**src/rtl/fisr_seed_stage_if.sv**
```systemverilog
// Stream bundle between the upstream word source, the seed stage and the Newton stage.
interface fisr_seed_stage_if;
  logic        s_valid;
  logic        s_ready;
  logic [31:0] s_data;
  logic        s_last;
  logic        m_ready;
  logic        ce_out;
  logic [31:0] Data_out1;
  logic [31:0] Data_out2;
  logic [1:0]  Class;
  logic        Last;

  modport master (
    output s_valid, s_data, s_last, m_ready,
    input  s_ready, ce_out, Data_out1, Data_out2, Class, Last
  );

  modport slave (
    input  s_valid, s_data, s_last, m_ready,
    output s_ready, ce_out, Data_out1, Data_out2, Class, Last
  );
endinterface

```
**src/rtl/fisr_seed_stage.sv**
```systemverilog
// Fast inverse square root front end: classifies IEEE-754 singles and produces
// the halved input x2 and the bit-trick seed y0 for the Newton stage.
module fisr_seed_stage #(
  parameter logic [31:0] MAGIC = 32'h5F3759DF,
  parameter int unsigned CNT_W = 16
) (
  input  logic             clk,
  input  logic             rst,
  fisr_seed_stage_if.slave io,
  output logic [CNT_W-1:0] Word_cnt,
  output logic [CNT_W-1:0] Frame_cnt
);

  typedef enum logic [1:0] {
    CLS_NORMAL = 2'b00,
    CLS_INF    = 2'b01,
    CLS_NAN    = 2'b10,
    CLS_ZERO   = 2'b11
  } cls_e;

  logic        rdy_en;
  logic        s1_valid;
  logic [31:0] s1_x;
  cls_e        s1_cls;
  logic        s1_last;
  logic        s2_valid;

  logic        s1_adv;
  logic        s_fire;
  logic        s1_move;
  cls_e        in_cls;
  logic [31:0] x2_nxt;
  logic [31:0] y0_nxt;

  assign s1_adv     = !s2_valid || io.m_ready;
  // rdy_en keeps s_ready low throughout reset and until the first edge after release
  assign io.s_ready = rdy_en && (!s1_valid || s1_adv);
  assign s_fire     = io.s_valid && io.s_ready;
  assign s1_move    = s1_valid && s1_adv;
  assign io.ce_out  = s2_valid && io.m_ready;

  always_comb begin
    logic [7:0]  e;
    logic [22:0] m;
    e = io.s_data[30:23];
    m = io.s_data[22:0];
    in_cls = CLS_NORMAL;
    if (e == '1 && m != '0)
      in_cls = CLS_NAN;
    else if (io.s_data[31] && io.s_data[30:0] != '0)
      in_cls = CLS_NAN;
    else if (e == '0)
      in_cls = CLS_INF;
    else if (e == '1)
      in_cls = CLS_ZERO;
  end

  always_comb begin
    logic [7:0] e;
    e      = s1_x[30:23];
    x2_nxt = '0;
    y0_nxt = '0;
    if (s1_cls == CLS_NORMAL) begin
      // Halving e==1 leaves the normal range; keep the hidden bit as a truncated denormal
      if (e == 8'd1)
        x2_nxt = {9'h000, 1'b1, s1_x[22:1]};
      else
        x2_nxt = {1'b0, 8'(e - 8'd1), s1_x[22:0]};
      y0_nxt = MAGIC - {1'b0, s1_x[31:1]};
    end
  end

  always_ff @(posedge clk or negedge rst) begin
    if (!rst) begin
      rdy_en       <= 1'b0;
      s1_valid     <= 1'b0;
      s1_x         <= '0;
      s1_cls       <= CLS_NORMAL;
      s1_last      <= 1'b0;
      s2_valid     <= 1'b0;
      io.Data_out1 <= '0;
      io.Data_out2 <= '0;
      io.Class     <= '0;
      io.Last      <= 1'b0;
      Word_cnt     <= '0;
      Frame_cnt    <= '0;
    end else begin
      rdy_en <= 1'b1;
      if (io.s_ready)
        s1_valid <= io.s_valid;
      if (s_fire) begin
        s1_x    <= io.s_data;
        s1_cls  <= in_cls;
        s1_last <= io.s_last;
      end
      if (s1_adv)
        s2_valid <= s1_valid;
      if (s1_move) begin
        io.Data_out1 <= x2_nxt;
        io.Data_out2 <= y0_nxt;
        io.Class     <= s1_cls;
        io.Last      <= s1_last;
      end
      if (io.ce_out) begin
        Word_cnt <= Word_cnt + CNT_W'(1);
        if (io.Last)
          Frame_cnt <= Frame_cnt + CNT_W'(1);
      end
    end
  end

endmodule

```
**src/flat_wrapper.sv**
```systemverilog
// flat-port wrapper written by rule: the top's interface ports become plain ports
module fisr_seed_stage_flat 
#(
  parameter logic [31:0] MAGIC = 32'h5F3759DF,
  parameter int unsigned CNT_W = 16
)
  (clk, rst, Word_cnt, Frame_cnt, io_s_valid, io_s_data, io_s_last, io_m_ready, io_s_ready, io_ce_out, io_Data_out1, io_Data_out2, io_Class, io_Last);
  fisr_seed_stage_if io_i ();
  input  logic clk;
  input  logic rst;
  output logic [CNT_W-1:0] Word_cnt;
  output logic [CNT_W-1:0] Frame_cnt;
  input wire logic [$bits(io_i.s_valid)-1:0] io_s_valid;
  input wire logic [$bits(io_i.s_data)-1:0] io_s_data;
  input wire logic [$bits(io_i.s_last)-1:0] io_s_last;
  input wire logic [$bits(io_i.m_ready)-1:0] io_m_ready;
  output wire logic [$bits(io_i.s_ready)-1:0] io_s_ready;
  output wire logic [$bits(io_i.ce_out)-1:0] io_ce_out;
  output wire logic [$bits(io_i.Data_out1)-1:0] io_Data_out1;
  output wire logic [$bits(io_i.Data_out2)-1:0] io_Data_out2;
  output wire logic [$bits(io_i.Class)-1:0] io_Class;
  output wire logic [$bits(io_i.Last)-1:0] io_Last;
  assign io_i.s_valid = io_s_valid;
  assign io_i.s_data = io_s_data;
  assign io_i.s_last = io_s_last;
  assign io_i.m_ready = io_m_ready;
  assign io_s_ready = io_i.s_ready;
  assign io_ce_out = io_i.ce_out;
  assign io_Data_out1 = io_i.Data_out1;
  assign io_Data_out2 = io_i.Data_out2;
  assign io_Class = io_i.Class;
  assign io_Last = io_i.Last;
  fisr_seed_stage #(.MAGIC(MAGIC), .CNT_W(CNT_W)) u_core (.clk(clk), .rst(rst), .io(io_i), .Word_cnt(Word_cnt), .Frame_cnt(Frame_cnt));
endmodule
```
**config.mk**
```make
export PLATFORM = sky130hd
export DESIGN_NAME = fisr_seed_stage_flat
export DESIGN_NICKNAME = d
export VERILOG_FILES = /design/src/rtl/fisr_seed_stage_if.sv /design/src/rtl/fisr_seed_stage.sv /design/src/flat_wrapper.sv
export SDC_FILE = /design/constraint.sdc
export NUM_CORES = 1
export LEC_CHECK = 0
export ABC_CLOCK_PERIOD_IN_PS = 5500
export CAP_MARGIN = 20
export CORE_ASPECT_RATIO = 0.7
export CORE_MARGIN = 2
export CORE_UTILIZATION = 35
export CTS_BUF_LIST = sky130_fd_sc_hd__clkbuf_4
export CTS_CLUSTER_SIZE = 25
export DETAILED_ROUTE_END_ITERATION = 10
export SYNTH_ARGS = -nofsm -noshare
export SYNTH_HDL_FRONTEND = slang
export SYNTH_SLANG_ARGS = --single-unit
```
**constraint.sdc**
```tcl
create_clock -name clk -period 5.5 [get_ports clk]
set_input_delay 1.1 -clock clk [delete_from_list [all_inputs] [get_ports clk]]
set_output_delay 1.1 -clock clk [all_outputs]
set_load 0.005 [all_outputs]
```
==> results by group <==
Status
  • Status: finished, final reports clean

Setup path
  • Worst Path Max Fanout: 7
  • Cells along the critical path: clkdlybuf4s50_1, and2_1, clkdlybuf4s50_1
  • Buf/Inv on CP: 2
  • Critical Path Sink Type: output port
  • Top Family by Delay on Critical Path: buffers and inverters
  • Worst EP required: 4.40 ns
  • Crit-path max cell delay: 0.56 ns
  • Critical path data arrival time: 2.47 ns
  • Slowest CP cell: clkdlybuf4s50_1
  • Worst Setup Start Kind: input pin
  • Top cell by count, worst path: clkdlybuf4s50_1
  • Crit Path Class: input pin to output port

Global route
  • Vias in the first global route: 4653
  • Largest net degree at the start of global routing: 98
  • GRT Residual Overflow: 0
  • First-pass GRT wire length: 25750 µm
  • Initial antenna violation count: 1
  • Overall Global Routing Usage: 17.78%

STA
  • Relative slew slack: 38.21%
  • Setup_tns: 0 ns
  • Max Freq: 280.0 MHz
  • Max-slew violations: 0
  • Setup Viol. Count Final: 0
  • Worst Max-Slew Pin Slew: 0.9198 ns
  • Period utilisation layout: 64.92%
  • Setup Skew: 0.02078 ns
  • Unrepaired setup endpoints after global routing: false
  • Post-layout min period: 3.571 ns
  • Setup ws final: 1.929 ns
  • Hold Vio Cnt, Final: 0

Die
  • CORE AREA: 17370 µm²
  • Initial Util: 36.25%
  • Die width: 164.3 µm
  • Io pins: 138
  • Std cell rows: 40
  • Die ar.: 19090 µm²
  • Die Height: 116.2 µm

Synthesis
  • Sequential fraction of the synthesis area: 54.05%
  • XOR/XNOR share of the synthesized area: 7.651%
  • Synth Area in Simple Gates: 13.20%
  • Synth top area share: 54.05%
  • Distinct cells, synth: 53
  • Top post-synthesis cells by area: dfrtp_1 (54%), mux2_2 (6.6%), xnor2_1 (5.3%)
  • Synth Area in Compound Gates: 9.817%
  • Share of async-settable or async-resettable flops after synthesis: 100.0%
  • Post-Synthesis Cells: 576
  • Main synth FF type: dfrtp_1
  • Number of synthesized flops with an enable pin: 0
  • Synth area leader: dfrtp_1
  • Mean post-synth cell area: 10.93 µm²
  • Ys Warns: 0
  • Main combinational cell family by area after synthesis: simple AND/OR/NAND/NOR gates
  • Synthesized cell area: 6296 µm²
  • Adder-cell share of the synthesized area: 0.9936%
  • Yosys reg bits: 136
  • Post-synth net total: 618
  • Mux cell area share after synthesis: 10.12%

Clock network
  • Post-CTS Hold Fix Bufs: 0
  • CTS clock-pin slew for the worst setup and hold paths: 0.13 ns
  • Post-CTS Resized: 0
  • CTS Sinks: 136
  • CTS HTree Levels: 4
  • Clk buf depth: 2
  • Clk Latency, worst-skew pair: 0.55 ns
  • Root buffer cell: clkbuf_4
  • CTS buffer count: 17
  • # Post-CTS Setup Buffers: 0
  • CTS tree: yes

Cells and area
  • Layout Nets: 744
  • Share of layout cells above drive strength 1: 12.03%
  • Layout overhead on the synthesized area: 29.15%
  • Commonest cells after routing, fill and taps aside: dfrtp_1 (136), clkdlybuf4s50_1 (135), nand2_1 (88)
  • Filler cells: 1645
  • Commonest non-fill, non-tap cell in the layout: dfrtp_1

Power and ir drop
  • Sw power: 0.001024 W
  • VDD IR max: 146.0 µV
  • Int Pwr: 0.002205 W
  • Tot Pwr: 0.003229 W
  • Clock Power Share: 25.0%
  • P per Cell Area: 397.1 nW/µm²
  • Leakage: 3.373 nW
  • Sequential share of power: 45.8%
  • Logic gate share of total power: 29.1%
  • Sw frac: 31.72%

Flow run
  • MaxCap Viol Count: 0

Min path
  • Hold Path Class: flip-flop to flip-flop

Route
  • Drt total wl: 16190 µm
  • Routed Antenna Nets: 0
  • WL/cell: 17.10 µm
  • DR vias: 4781
  • # DRC: 0
  • Drt first pass iters: 5
  • Starting DRT DRC Count: 260
  • Number of vias per cell: 5.049

Place
  • Pre-CTS worst setup slack: 1.843 ns
  • Hpwl dp: 11680 µm
  • PortBufs: 136
  • RePlAce Congestion: 0.8540
path summary, 6_finish.rpt:
check	from	to	slack, ns	cells after the start
min reg2reg	u_core.Frame_cnt[15]	u_core.Frame_cnt[15]	0.48	1
max in group asynchronous	rst	u_core.s2_valid	3.84	2
max reg2reg	u_core.s2_valid	u_core.io.Data_out2[30]	3.09	6
max	io_m_ready	io_ce_out	1.93	3
min	u_core.Frame_cnt[15]	u_core.Frame_cnt[15]	0.48	1
min in group asynchronous	rst	u_core.io.Data_out1[23]	0.60	1
synth_stat cells, drive strengths merged, types with 2 or more instances:
cell type	instances
dfrtp	136
nand2	89
o21ai	65
xnor2	38
mux2	37
mux2i	22
buf	21
xor2	17
nand3	15
nor2	14
clkbuf	12
inv	12
a21oi	10
and3	10
nor3	10
nor4	10
nand4	9
or3	7
ha	5
and4	4
a211oi	3
o2111ai	3
o31ai	3
a22o	2
a32o	2
conb	2
nand2b	2
o21a	2
state kept, by name (all words and copies together) (netlist names), 2 cells and up:
signal	cells
u_core.s1_x	32
u_core.s1_cls	2
u_core.io.Data_out1	31
u_core.io.Data_out2	32
u_core.io.Class	2
u_core.Word_cnt	16
u_core.Frame_cnt	16
per-stage QoR:
step / utilization [%] / instances / hold slack (ns) / area, µm²
2_1_floorplan: - / 576 / 0.4628 / 6296
6_report: 46.82 / 947 / 0.4832 / 8132
4_1_cts: 46.81 / 946 / 0.4851 / 8129
5_1_grt: 46.82 / 947 / 0.4905 / 8132
3_3_place_gp: 44.77 / 914 / 0.4563 / 7775
3_5_place_dp: 44.77 / 914 / 0.4631 / 7775
layer usage:
layer	share of wire (%)	GRT usage, %
met5	0	0
met4	1.6	7.193
met1	50	26.83
met3	6.7	4.439
met2	41	24.16
final cells by class:
cell class / count / area, µm² / share of cell area (%)
sequential: 136 / 3403 / 41.85
multi-input combinational: 394 / 2638 / 32.44
timing repair buffer: 141 / 1400 / 17.22
tap: 231 / 289.0 / 3.554
clock inverter: 14 / 219.0 / 2.693
clock buffer: 18 / 135.1 / 1.662
inverter: 12 / 45.04 / 0.5539
antenna: 1 / 2.502 / 0.03077
cells by family (layout without fill, tap and decap cells):
logic type	count (synthesis)	after routing
AOI/OAI and AO/OA	100	100
xor gates and xnor gates	55	55
adders and majority gates	5	5
buffers and inverters	46	185
DFF	136	136
muxes	59	59
other	2	3
and+or+nand+nor	173	173
power groups by stage:
stage	sequential, W	combinational (W)	clock, W
floorplan	0.00142	0.000456	0
global placement	0.00149	0.000933	0
detailed placement	0.00150	0.000947	0
CTS	0.00148	0.000955	0.000833
global route	0.00152	0.00105	0.000881
finish	0.00148	0.000940	0.000809
(Power assumes the default switching activity.)
